File: src/rtl/alu_arbiter.sv
// Round-robin arbiter sharing one ALU datapath among NREQ requesters.
// Optional BUSY watchdog is compiled in with `define ALU_ARB_TIMEOUT_EN.
//
// state | meaning
// IDLE  | ready to accept a request
// BUSY  | operation in flight on the datapath
// RESP  | one-cycle response to the issuing requester
module alu_arbiter #(
   parameter int NREQ    = 4,
   parameter int WIDTH   = 16,
   parameter int TIMEOUT = 64
) (
   input  logic                clk,
   input  logic                reset,
   input  logic [NREQ-1:0]     req_valid,
   output logic [NREQ-1:0]     req_ready,
   input  logic [NREQ*4-1:0]   req_opcode,
   input  logic [NREQ*8-1:0]   req_a,
   input  logic [NREQ*8-1:0]   req_b,
   output logic [NREQ-1:0]     rsp_valid,
   output logic [WIDTH-1:0]    rsp_result,
   output logic                rsp_error,
   output logic                dp_enable,
   output logic [3:0]          dp_opcode,
   output logic [7:0]          dp_a,
   output logic [7:0]          dp_b,
   input  logic                dp_done,
   input  logic [WIDTH-1:0]    dp_result
);

   localparam int IW = $clog2(NREQ);

   typedef enum logic [1:0] {
      IDLE = 2'd0,
      BUSY = 2'd1,
      RESP = 2'd2
   } state_t;

   state_t            state_q, state_d;
   logic [IW-1:0]     last_q, idx_q, grant_idx;
   logic              grant_found;
   logic [3:0]        op_q, sel_op;
   logic [7:0]        a_q, b_q, sel_a, sel_b;
   logic [WIDTH-1:0]  result_q;
   logic              error_q;
   logic              accept, op_valid, timeout_hit;
   int                cand;

   // Search starts one past the last winner and wraps.
   always_comb begin
      grant_found = 1'b0;
      grant_idx   = '0;
      cand        = 0;
      for (int k = 0; k < NREQ; k++) begin
         cand = int'(last_q) + 1 + k;
         if (cand >= NREQ) cand = cand - NREQ;
         if (!grant_found && req_valid[cand[IW-1:0]]) begin
            grant_found = 1'b1;
            grant_idx   = cand[IW-1:0];
         end
      end
   end

   assign sel_op   = req_opcode[4*int'(grant_idx) +: 4];
   assign sel_a    = req_a[8*int'(grant_idx) +: 8];
   assign sel_b    = req_b[8*int'(grant_idx) +: 8];
   assign op_valid = (sel_op[3:2] == 2'b00);

`ifdef ALU_ARB_TIMEOUT_EN
   localparam int CW = $clog2(TIMEOUT + 1);
   logic [CW-1:0] busy_cnt_q;

   always_ff @(posedge clk or negedge reset) begin
      if (!reset)
         busy_cnt_q <= '0;
      else if (accept)
         busy_cnt_q <= '0;
      else if (state_q == BUSY)
         busy_cnt_q <= busy_cnt_q + CW'(1);
   end

   assign timeout_hit = (state_q == BUSY) && (busy_cnt_q == CW'(TIMEOUT - 1));
`else
   // TIMEOUT only matters when the watchdog is built in.
   logic unused_timeout;
   assign unused_timeout = ^TIMEOUT;
   assign timeout_hit    = 1'b0;
`endif

   always_ff @(posedge clk or negedge reset) begin
      if (!reset)
         state_q <= IDLE;
      else
         state_q <= state_d;
   end

   // req_ready is gated by reset so it also reads zero while reset is held.
   always_comb begin
      state_d   = state_q;
      req_ready = '0;
      accept    = 1'b0;
      case (state_q)
         IDLE: begin
            if (grant_found && reset) begin
               req_ready[grant_idx] = 1'b1;
               accept               = 1'b1;
               state_d              = op_valid ? BUSY : RESP;
            end
         end
         BUSY: begin
            if (dp_done || timeout_hit) state_d = RESP;
         end
         RESP:    state_d = IDLE;
         default: state_d = IDLE;
      endcase
   end

   always_ff @(posedge clk or negedge reset) begin
      if (!reset) begin
         last_q   <= IW'(NREQ - 1);
         idx_q    <= '0;
         op_q     <= '0;
         a_q      <= '0;
         b_q      <= '0;
         result_q <= '0;
         error_q  <= 1'b0;
      end else if (accept) begin
         last_q   <= grant_idx;
         idx_q    <= grant_idx;
         op_q     <= sel_op;
         a_q      <= sel_a;
         b_q      <= sel_b;
         result_q <= '0;
         error_q  <= !op_valid;
      end else if (state_q == BUSY) begin
         if (dp_done) begin
            result_q <= dp_result;
            error_q  <= 1'b0;
         end else if (timeout_hit) begin
            result_q <= '0;
            error_q  <= 1'b1;
         end
      end
   end

   assign dp_enable  = (state_q == BUSY);
   assign dp_opcode  = dp_enable ? op_q : 4'd0;
   assign dp_a       = dp_enable ? a_q : 8'd0;
   assign dp_b       = dp_enable ? b_q : 8'd0;
   assign rsp_result = (state_q == RESP) ? result_q : '0;
   assign rsp_error  = (state_q == RESP) && error_q;

   always_comb begin
      rsp_valid = '0;
      if (state_q == RESP) rsp_valid[idx_q] = 1'b1;
   end

endmodule

File: config.mk
export PLATFORM = sky130hd
export DESIGN_NAME = alu_arbiter
export DESIGN_NICKNAME = d
export VERILOG_FILES = /design/src/rtl/alu_arbiter.sv
export SDC_FILE = /design/constraint.sdc
export NUM_CORES = 1
export LEC_CHECK = 0
export BUFFER_PORTS_ARGS = -buffer_cell sky130_fd_sc_hd__buf_2
export CORE_UTILIZATION = 41
export CTS_CLUSTER_SIZE = 10
export DETAILED_ROUTE_END_ITERATION = 8
export PLACE_DENSITY = 0.84
export SETUP_SLACK_MARGIN = 0.02
export SLEW_MARGIN = 40
export SYNTH_ARGS = -nofsm -noshare
export SYNTH_HDL_FRONTEND = slang
export SYNTH_SLANG_ARGS = --single-unit
File: constraint.sdc
create_clock -name clk -period 2 [get_ports clk]
set_input_delay 0.2 -clock clk [delete_from_list [all_inputs] [get_ports clk]]
set_output_delay 0.2 -clock clk [all_outputs]
set_load 0.005 [all_outputs]
==> results.txt <==
The logs give 0 for the number of endpoints with negative hold slack in the final report and -80 ps for the worst reg-to-reg setup slack. Counting the fill cells in the layout gives 564. For the number of max-cap violations, the log shows 0. In this run the cell area of the synthesized design comes to 2790 sq um. For the die outline area, the log shows 7150 sq um.

For the pin with the worst max-slew slack, the measured transition is 584 ps. After the first detailed-routing iteration, the DRC count stood at 139. The worst hold path terminates at result_q[12]$_DFFE_PN0P_.

The fraction of registers with async set or reset after synthesis came out at 100%. Yosys mapped a number of flops with a built-in enable equal to 0. For the internal power of the cells, the log shows 0.00275 W. The critical path goes through mux2i_4 > o22ai_4 > a21oi_4 > buf_12 > mux2i_1 > mux2_4 > o21ai_2.

The slowest stage of the critical path is the dfstp_2 cell. The first TritonRoute pass finished after 7 iterations. In this run the core area contains 29 standard-cell rows.

The cell type with the largest total area after synthesis was dfrtp_1. Entering global routing, the biggest net connects 35 pins. In this run, synthesis produced a sequential element count of 43.

After detailed placement, the total cell area comes to 3620 sq um. Counting instances, the worst hold path has a depth of 3. TritonCTS built the clock tree.

Final hold analysis gives a worst-case slack of 129 ps. Area of the core: 6460 sq um. The via count of the first global-routing pass came out at 2694. Global routing finished with a remaining overflow of 0. The element type at the critical path end was a register. The layout net count was 562; the number of vias per cell was 5.16. In this run the power spent charging and discharging nets is 0.00177 W.

The tools report the routed wire length as 7780 um. Family of cells with the greatest summed delay on the critical path: multiplexers. The share of total power dissipated in the clock network is 11.8%. Clock skew on the completed layout was measured at 9.00 ps. OpenSTA, run right after detailed placement, puts the worst setup slack at -155 ps.

Ranked by instance count, the synthesized netlist is headed by 56 x nand2_1, 41 x dfrtp_1, 38 x and2_1. Along the worst path, the maximum fanout reaches 26. The root buffer cell chosen for the clock tree is clkbuf_8. In this run, flip-flops and latches consume 31.7% of the power. Wire length per cell after detailed routing: 14.5 um. The type of the most critical hold path is primary input to register.

After routing the design area is 3960 sq um. The number of cells on the worst reg-to-reg path came out at 7. Clock slew seen by the registers of the worst setup and hold paths: 80 ps. The H-tree generated during clock tree synthesis spans 2 levels.

The logs give 302 for the number of standard cells after synthesis and 405 for the number of nets produced by synthesis. The largest single stage delay on the critical path is 590 ps. For the worst max-slew margin expressed relative to the limit, the log shows 61.1%.

By area the synthesized netlist is led by dfrtp_1 37%, mux2i_1 13%, and2_1 8.5%. In this run the deepest clock path goes through 2 buffers. For the peak supply drop, the log shows 0.597 mV.

Of the total power, the share spent switching nets is 39.2%. The congestion estimate from routability-driven global placement came to 0.851. Destination of the worst register-to-register timing path: b_q[7]$_DFFE_PN0P_. From synthesis to final layout, the design area changed by 41.6%.

Once detail routing completed, the nets flagged for antenna violations numbered 0. The startpoint identified for the worst register-to-register timing path is last_q[1]$_DFFE_PN1P_. The tools report the initial antenna violation count as 0. The die span in y was 84.6 um. The first global-routing pass estimated 12400 um of wire. The die outline width was 84.6 um; the antenna diode count was 0. The tools report the effective utilization at floorplan as 43.3%. Registers take 1080 sq um. Setup violations remaining at the end of the flow were counted as 19. Derived from the worst setup path, the maximum achievable clock frequency is 481 MHz. The worst setup path is launched from a register.

In this run the tool buffered the top-level ports with 148 buffer cells. At the worst endpoint, the required time is 2180 ps. Data arrives at the worst endpoint at 2260 ps. The number of buffer and inverter stages on the critical path came out at 1. Setup repair after global routing could not meet its margin everywhere. The most frequent cell after synthesis was nand2_1.

The HPWL after detailed placement is 5690 um. The time the final worst path needs with I/O delays and setup works out to 2080 ps. The share of synthesized area occupied by flip-flops and latches was 38.6%. The proportion of netlist area held by the largest area contributor came out at 36.7%. The flow ran to the end, but the final reports show violations. In the routed design, unresolved DRC markers number 9. The worst hold path begins at dp_result[12]. The critical path in this run is classified as register to register.

The multi-input combinational cells in the finished layout cover a total of 1710 sq um. The run gives 56.5% as the combinational fraction of design power. Summed over all cells, the static leakage comes to 2.15 nW.

In the synthesized netlist the dominant register cell turns out to be dfrtp_1. The period utilization came out at 104%. The tools report the top-level port count as 149. For this design, the sink count on the clock tree is 43.

The final number of max-transition violations came out at 0. The power per cell area works out to 1140 nW/um^2. Counting the buffers created by CTS gives 5. The setup total negative slack is -592 ps. The post-route netlist has 49.8% of its cells at a drive strength greater than 1. The checks that failed: design-rule violations, negative setup slack. Global routing used 21.9% of the available tracks. The average cell area after synthesis was 9.25 sq um; the post-route worst setup slack was -79.4 ps. The tools report the clock latency on the worst-skew pair as 300 ps. The tools report the detailed-route via count as 2770. The number of different library cells used by synthesis comes to 37. The Yosys step of the flow raised 0 warnings.
==> final cells by class <==
| class | count | share of cell area (%) |
|---|---|---|
| multi-input combinational | 229 | 43.1 |
| clock buffer | 5 | 1.74 |
| timing repair buffer | 170 | 24.1 |
| inverter | 10 | 0.949 |
| clock inverter | 3 | 0.380 |
| sequential | 43 | 27.3 |
| tap | 77 | 2.44 |
==> metrics by stage <==
step,cells,util [%],total power (W)
after CTS,533,59.8,0.00437
after global placement,520,56.0,0.00348
after detailed placement,520,56.0,0.00359
after global routing,537,61.3,0.00485
after floorplan,302,-,0.00298
final,537,61.3,0.00452
==> repair_timing <==
action / in CTS / in global routing
hold buffers: 1 / 0
resized for setup: 24 / 15
buffers inserted: 4 / 4
pin swaps: 1 / 3
hold endpoints to repair: 8 / 0
endpoints found under the setup margin: 26 / 26
==> state kept, by name, summed over array words and instances (netlist names) <==
signal,cells
a_q,8
b_q,8
error_q,1
idx_q,2
last_q,2
op_q,4
result_q,16
state_q,2
==> worst min-delay path: stages <==
cell     delay (ps)
buf_2           100
nand2_1          40
a21oi_1          50
==> placed cells by master (no fill, tap or decap), drive strengths merged, types with 2 or more instances in the layout <==
cell	n
dfstp	2
buf	169
nor2	7
mux2i	37
o31ai	2
a21oi	19
and3	2
mux2	18
dfrtp	41
nor3b	2
and2	38
a211oi	8
clkbuf	5
inv	10
o21ai	21
nand2	56
clkinv	3
a21o	2
nor2b	2
o22ai	5
==> cells by family after synthesis <==
family | share of synthesized area (%)
buf+inv | 6.63
mux | 20.5
compound gates | 14.7
simple gates | 19.5
flops | 38.6
==> layer usage <==
layer  share of wire [%]  track usage, %  wire length, um  vias to the layer above
met5                   0               0                0                        -
met4                 2.6            8.78              204                        0
met3                 5.5            4.03              427                       22
met2                  51            40.4             3940                      131
met1                  41            25.0             3200                     1274
li1                    -               -                -                     1343
==> worst max-delay path by stage <==
stage / slack [ps] / endpoint / depth (start not counted) / start
after global routing: -140 / a_q[5]$_DFFE_PN0P_ / 7 / last_q[1]$_DFFE_PN1P_
after floorplan: 70 / a_q[0]$_DFFE_PN0P_ / 9 / last_q[1]$_DFFE_PN1P_
after detailed placement: -150 / error_q$_DFFE_PN0P_ / 6 / last_q[1]$_DFFE_PN1P_
after CTS: -60 / b_q[7]$_DFFE_PN0P_ / 7 / last_q[1]$_DFFE_PN1P_
final: -80 / b_q[7]$_DFFE_PN0P_ / 7 / last_q[1]$_DFFE_PN1P_
after global placement: 30 / error_q$_DFFE_PN0P_ / 6 / last_q[1]$_DFFE_PN1P_
==> power groups by stage <==
stage                     clock (W)  sequential (W)  combinational, W
after floorplan                   0         0.00136           0.00163
after global placement            0         0.00141           0.00207
after detailed placement          0         0.00144           0.00215
after CTS                  0.000544         0.00143           0.00239
after global routing       0.000591         0.00148           0.00278
final                      0.000532         0.00143           0.00256
No activity file was read; power rests on OpenSTA's default activity.
